$ cat config.mk
export PLATFORM = sky130hd
export DESIGN_NAME = seven_seg_scan_driver
export DESIGN_NICKNAME = d
export VERILOG_FILES = /design/src/rtl/seven_seg_scan_driver.sv
export SDC_FILE = /design/constraint.sdc
export NUM_CORES = 1
export LEC_CHECK = 0
export ABC_AREA = 1
export CORE_ASPECT_RATIO = 1.4
export CORE_MARGIN = 2
export CORE_UTILIZATION = 60
export DETAILED_ROUTE_END_ITERATION = 10
export PLACE_DENSITY = 0.92
export SLEW_MARGIN = 20
export SYNTH_ARGS = -nofsm -noshare
export SYNTH_HDL_FRONTEND = slang
export SYNTH_SLANG_ARGS = --single-unit
$ cat constraint.sdc
create_clock -name clk -period 4.2 [get_ports clk]
set_input_delay 0.84 -clock clk [delete_from_list [all_inputs] [get_ports clk]]
set_output_delay 0.84 -clock clk [all_outputs]
set_load 0.01 [all_outputs]
$ cat src/rtl/seven_seg_scan_driver.sv
// seven_seg_scan_driver
//   Time-multiplexed hex driver for a common-anode multi-digit 7-segment display.
//   Scans one digit per slot of TICK_DIV cycles, blanking all enables for the first
//   BLANK_CYCLES cycles of each slot. New data is double-buffered and swapped in only
//   at a frame boundary, so a frame never mixes old and new digits.
// Ports
//   clk, rst            clock, asynchronous active-high reset
//   load                1-cycle strobe capturing value/dp_in/lz_en into the shadow regs
//   value               hex nibbles, [3:0] = digit 0 (rightmost)
//   dp_in               decimal point per digit, 1 = lit
//   lz_en               1 = suppress leading zeros
//   SevenSegment        segments g..a (bit6 = g), active-low
//   dp                  decimal point, active-low
//   SevenSegmentEnable  digit enables, active-low, bit i = digit i
//   frame_done          1-cycle pulse after the last digit slot ends
module seven_seg_scan_driver #(
  parameter int unsigned NUM_DIGITS   = 3,
  parameter int unsigned TICK_DIV     = 100000,
  parameter int unsigned BLANK_CYCLES = 1000
) (
  input  logic                    clk,
  input  logic                    rst,
  input  logic                    load,
  input  logic [4*NUM_DIGITS-1:0] value,
  input  logic [NUM_DIGITS-1:0]   dp_in,
  input  logic                    lz_en,
  output logic [6:0]              SevenSegment,
  output logic                    dp,
  output logic [NUM_DIGITS-1:0]   SevenSegmentEnable,
  output logic                    frame_done
);

  localparam int unsigned CntW = (TICK_DIV > 1) ? $clog2(TICK_DIV) : 1;
  localparam int unsigned IdxW = (NUM_DIGITS > 1) ? $clog2(NUM_DIGITS) : 1;
  localparam logic [CntW-1:0] CntLast  = CntW'(TICK_DIV - 1);
  localparam logic [CntW-1:0] CntBlank = CntW'(BLANK_CYCLES);
  localparam logic [IdxW-1:0] IdxLast  = IdxW'(NUM_DIGITS - 1);

  function automatic logic [6:0] hex7(input logic [3:0] n);
    logic [6:0] s;
    case (n)
      4'h0: s = 7'h40;  4'h1: s = 7'h79;  4'h2: s = 7'h24;  4'h3: s = 7'h30;
      4'h4: s = 7'h19;  4'h5: s = 7'h12;  4'h6: s = 7'h02;  4'h7: s = 7'h78;
      4'h8: s = 7'h00;  4'h9: s = 7'h10;  4'hA: s = 7'h08;  4'hB: s = 7'h03;
      4'hC: s = 7'h46;  4'hD: s = 7'h21;  4'hE: s = 7'h06;  default: s = 7'h0E;
    endcase
    return s;
  endfunction

  logic [CntW-1:0]         cnt_q, cnt_d;
  logic [IdxW-1:0]         idx_q, idx_d;
  logic [4*NUM_DIGITS-1:0] disp_val_q, disp_val_d, shad_val_q, shad_val_d;
  logic [NUM_DIGITS-1:0]   disp_dp_q, disp_dp_d, shad_dp_q, shad_dp_d;
  logic                    disp_lz_q, disp_lz_d, shad_lz_q, shad_lz_d;
  logic                    pending_q, pending_d;
  logic [6:0]              seg_q, seg_d;
  logic                    dp_q, dp_d;
  logic [NUM_DIGITS-1:0]   en_q, en_d;
  logic                    frame_done_q, frame_done_d;

  logic                    slot_wrap, frame_end, blank, zero_run, cur_dp, cur_sup;
  logic [3:0]              cur_nib;
  logic [NUM_DIGITS-1:0]   suppress;

  always_comb begin
    slot_wrap = (cnt_q == CntLast);
    frame_end = slot_wrap && (idx_q == IdxLast);

    cnt_d = slot_wrap ? '0 : cnt_q + 1'b1;
    idx_d = idx_q;
    if (slot_wrap) begin
      idx_d = (idx_q == IdxLast) ? '0 : idx_q + 1'b1;
    end

    // A load on the frame-end cycle takes priority: it refreshes the shadow and
    // keeps pending set, deferring the swap to the next frame end.
    shad_val_d = shad_val_q;
    shad_dp_d  = shad_dp_q;
    shad_lz_d  = shad_lz_q;
    pending_d  = pending_q;
    disp_val_d = disp_val_q;
    disp_dp_d  = disp_dp_q;
    disp_lz_d  = disp_lz_q;
    if (load) begin
      shad_val_d = value;
      shad_dp_d  = dp_in;
      shad_lz_d  = lz_en;
      pending_d  = 1'b1;
    end else if (frame_end && pending_q) begin
      disp_val_d = shad_val_q;
      disp_dp_d  = shad_dp_q;
      disp_lz_d  = shad_lz_q;
      pending_d  = 1'b0;
    end

    // Digit i is suppressed when it and every digit above it are zero; digit 0 never is.
    suppress = '0;
    zero_run = disp_lz_q;
    for (int i = NUM_DIGITS - 1; i >= 1; i--) begin
      zero_run    = zero_run && (disp_val_q[4*i +: 4] == 4'h0);
      suppress[i] = zero_run;
    end

    cur_nib = disp_val_q[3:0];
    cur_dp  = disp_dp_q[0];
    cur_sup = 1'b0;
    for (int i = 0; i < NUM_DIGITS; i++) begin
      if (idx_q == IdxW'(i)) begin
        cur_nib = disp_val_q[4*i +: 4];
        cur_dp  = disp_dp_q[i];
        cur_sup = suppress[i];
      end
    end

    blank = (cnt_q < CntBlank);
    seg_d = (blank || cur_sup) ? 7'h7F : hex7(cur_nib);
    dp_d  = blank ? 1'b1 : ~cur_dp;
    en_d  = '1;
    if (!blank) begin
      for (int i = 0; i < NUM_DIGITS; i++) begin
        if (idx_q == IdxW'(i)) en_d[i] = 1'b0;
      end
    end
    frame_done_d = frame_end;
  end

  always_ff @(posedge clk or posedge rst) begin
    if (rst) begin
      cnt_q        <= '0;
      idx_q        <= '0;
      disp_val_q   <= '0;
      disp_dp_q    <= '0;
      disp_lz_q    <= 1'b0;
      shad_val_q   <= '0;
      shad_dp_q    <= '0;
      shad_lz_q    <= 1'b0;
      pending_q    <= 1'b0;
      seg_q        <= 7'h7F;
      dp_q         <= 1'b1;
      en_q         <= '1;
      frame_done_q <= 1'b0;
    end else begin
      cnt_q        <= cnt_d;
      idx_q        <= idx_d;
      disp_val_q   <= disp_val_d;
      disp_dp_q    <= disp_dp_d;
      disp_lz_q    <= disp_lz_d;
      shad_val_q   <= shad_val_d;
      shad_dp_q    <= shad_dp_d;
      shad_lz_q    <= shad_lz_d;
      pending_q    <= pending_d;
      seg_q        <= seg_d;
      dp_q         <= dp_d;
      en_q         <= en_d;
      frame_done_q <= frame_done_d;
    end
  end

  assign SevenSegment       = seg_q;
  assign dp                 = dp_q;
  assign SevenSegmentEnable = en_q;
  assign frame_done         = frame_done_q;

endmodule
==> impl_metrics.tcl <==
set metrics [dict create \
    drt-total-wl_mm 6.01 \
    synth_top_cell_area_share_pct 40.5 \
    place.gp.congestion 0.933 \
    synth_top_area_cell "dfrtp_1" \
    pre_cts_ws_ns 1.25 \
    synth_nets 433 \
    cp_data_arrival_time_ns 2.96 \
    drv_cap 0 \
    powerDensity_mw_per_mm2 306 \
    ys_seq_area_share_pct 49.3 \
    p_leak_nw 1.88 \
    cpMaxStageDelayCell "nand4_2" \
    io_pins 31 \
    ys.flop_type "dfrtp_1" \
    fillers 401 \
    end_kind "flop" \
    vias 2642 \
    ys_async_sr_fraction_pct 100 \
    ys_ff_latch 64 \
    numPortBuffers 30 \
    fin_crit_sh_pct 63.6 \
    vias_per_cell 5.15 \
    ant_nets 0 \
    cts_buffer_depth 2 \
    synthMostInstantiatedCell "nand2_1" \
    cts_tree "done" \
    crit_type "input pin to flop" \
    clock_skew_ns 0.00898 \
    clk_latency_ns 0.34 \
    slew_viol_final 0 \
    min_period_ns 2.67 \
    rsz0062_at_grt "false" \
    overflow 0 \
    cp.required_ns 4.48 \
    rows 31 \
    grt_antenna_before_repair 0 \
    num_antenna_cells 0 \
    worst_slew_pin_slew_ns 0.628 \
    die_h_um 91.4 \
    synth_edf_count 0 \
    pwr-share-clk_pct 40.6 \
    cp-start-kind "input pin" \
    critPathMaxStageDelay_ns 0.59 \
    clock.fmax_ghz 0.374 \
    grt_first_pass_wirelength_mm 10.9 \
    status "completed" \
    grt_pass1_vias 2565 \
    p_sw_share_pct 23.9 \
    yosys-top-cells-area "dfrtp_1, nand2_1, dfstp_2, inv_1, nand3_1" \
    cts_htree_levels 3 \
    start_util_pct 62.5 \
    seqPwrFrac_pct 54.6 \
    gr-usage-all-layers_pct 23.3 \
    clock-root-buffer "clkbuf_8" \
    drt_pass1_iterations 4 \
    irDropWorstVdd_mv 0.244 \
    p_sw_uw 278 \
    remaining_drc_errors 0 \
    wire_per_inst_um 11.7 \
    synth_cell_type_count 25 \
    core_mm2 0.00524 \
    combinationalPowerShare_pct 4.8 \
    path_clk_slew_ns 0.07 \
    path_max_fanout 34 \
    ys_top_cells_by_count "nand2_1, inv_1, dfrtp_1" \
    fin_setup_tns_ns 0 \
    area_growth_pct 15.8 \
    crit_path_cell_trace "clkdlybuf4s50_1, buf_4, nor2_1, nand4_2, nand2_1, nand2_1, inv_1" \
    cpMostUsedCell "nand2_1" \
    die_w_um 66.4 \
    netlist_area_mm2 0.00327 \
    drive_gt1_share_pct 13.0 \
    hold_viol 0 \
    grt_max_degree 35 \
    final-setup-viol-count 0 \
    setup_slack_ns 1.53 \
    post_cts_buffers 0 \
    final_net_count 468 \
    relSlewSlack_pct 58.0 \
    numCtsBuffers 9 \
    postCtsHoldBufs 0 \
    syn_area_per_cell_um2 8.05 \
    dr.first_iter.drc_count 176 \
    cts_num_sinks 64 \
    dp_hpwl_mm 4.42 \
    yosysWarnings 0 \
    p_int_uw 884 \
    min_path_type "flop to flop" \
    die_area_mm2 0.00607 \
    syn_inst 407 \
    cts.repair.resized 0 \
]
-- critical path, delay by kind of cell --
kind                   cells  cell delay [ns]
and+or+nand+nor            4             1.43
buffers and inverters      3             0.67
-- routing by layer --
layer / GRT usage (%) / vias up / share of wire (%)
li1: - / 1325 / -
met1: 27.5 / 1211 / 40
met2: 37.8 / 81 / 52
met3: 6.20 / 25 / 4.4
met4: 12.9 / 0 / 3.6
met5: 0 / - / 0
-- path summary, 6_finish.rpt --
check	endpoint	startpoint	depth (start not counted)	slack, ns
min in group asynchronous	disp_val_q[4]	rst	2	0.87
worst min-delay path	cnt_q[0]	cnt_q[0]	1	0.46
worst max register to register	SevenSegment[5]	idx_q[1]	11	2.27
worst max-delay path	disp_val_q[1]	load	7	1.53
worst min register to register	cnt_q[0]	cnt_q[0]	1	0.46
max in group asynchronous	SevenSegmentEnable[2]	rst	3	2.60
-- power by group through the flow --
stage	sequential [mW]	clock [mW]	combinational, mW
after floorplan	0.644	0	0.0304
after global placement	0.644	0	0.0533
after detailed placement	0.645	0	0.0567
after CTS	0.634	0.483	0.0569
after global routing	0.635	0.515	0.0646
final	0.635	0.471	0.0555
-- cells by family after synthesis --
kind of cell | after synthesis | share of synthesized area, %
buffers and inverters | 84 | 10.8
xor gates and xnor gates | 9 | 2.41
AOI/OAI and AO/OA | 36 | 6.34
adders and majority gates | 7 | 2.67
and+or+nand+nor | 207 | 28.5
DFF | 64 | 49.3
-- final cells by class --
class / instances / area, um^2 / area share (%)
multi-input cells: 259 / 1310 / 34.5
inverters: 75 / 282 / 7.43
clock inverters: 6 / 45.0 / 1.19
well taps: 66 / 82.6 / 2.18
flip-flops and latches: 64 / 1620 / 42.6
clock buffers: 10 / 138 / 3.63
repair buffers: 33 / 323 / 8.51
-- flip-flops by register name (all words and copies together), names as in the netlist --
| register | flops |
|---|---|
| SevenSegment | 7 |
| SevenSegmentEnable | 3 |
| cnt_q | 17 |
| disp_dp_q | 3 |
| disp_lz_q | 1 |
| disp_val_q | 12 |
| dp | 1 |
| frame_done | 1 |
| idx_q | 2 |
| pending_q | 1 |
| shad_dp_q | 3 |
| shad_lz_q | 1 |
| shad_val_q | 12 |
-- placed cells by master (no fill, tap or decap), drive strengths merged, types with 4 or more instances in the layout --
cell type      synthesis  routed
a21oi                  4       4
nand2                121     121
o21ai                 30      30
dfrtp                 53      53
inv                   75      75
ha                     7       7
nand3                 25      25
xor2                   9       9
clkbuf                 4      10
nand4                 15      15
nor3                   9       9
dfstp                 11      11
clkdlybuf4s50          0      30
nor2                  37      37
-- stage by stage --
step	util [%]	cell area, um^2	hold WS, ns	total power [mW]	instances
after global placement	68.9	3610	0.445	0.698	497
after detailed placement	68.9	3610	0.462	0.702	497
after floorplan	-	3270	0.430	0.675	407
after global routing	72.4	3790	0.483	1.21	513
final	72.4	3790	0.462	1.16	513
after CTS	72.4	3790	0.471	1.17	513
Power figures use the tool's default switching activity.
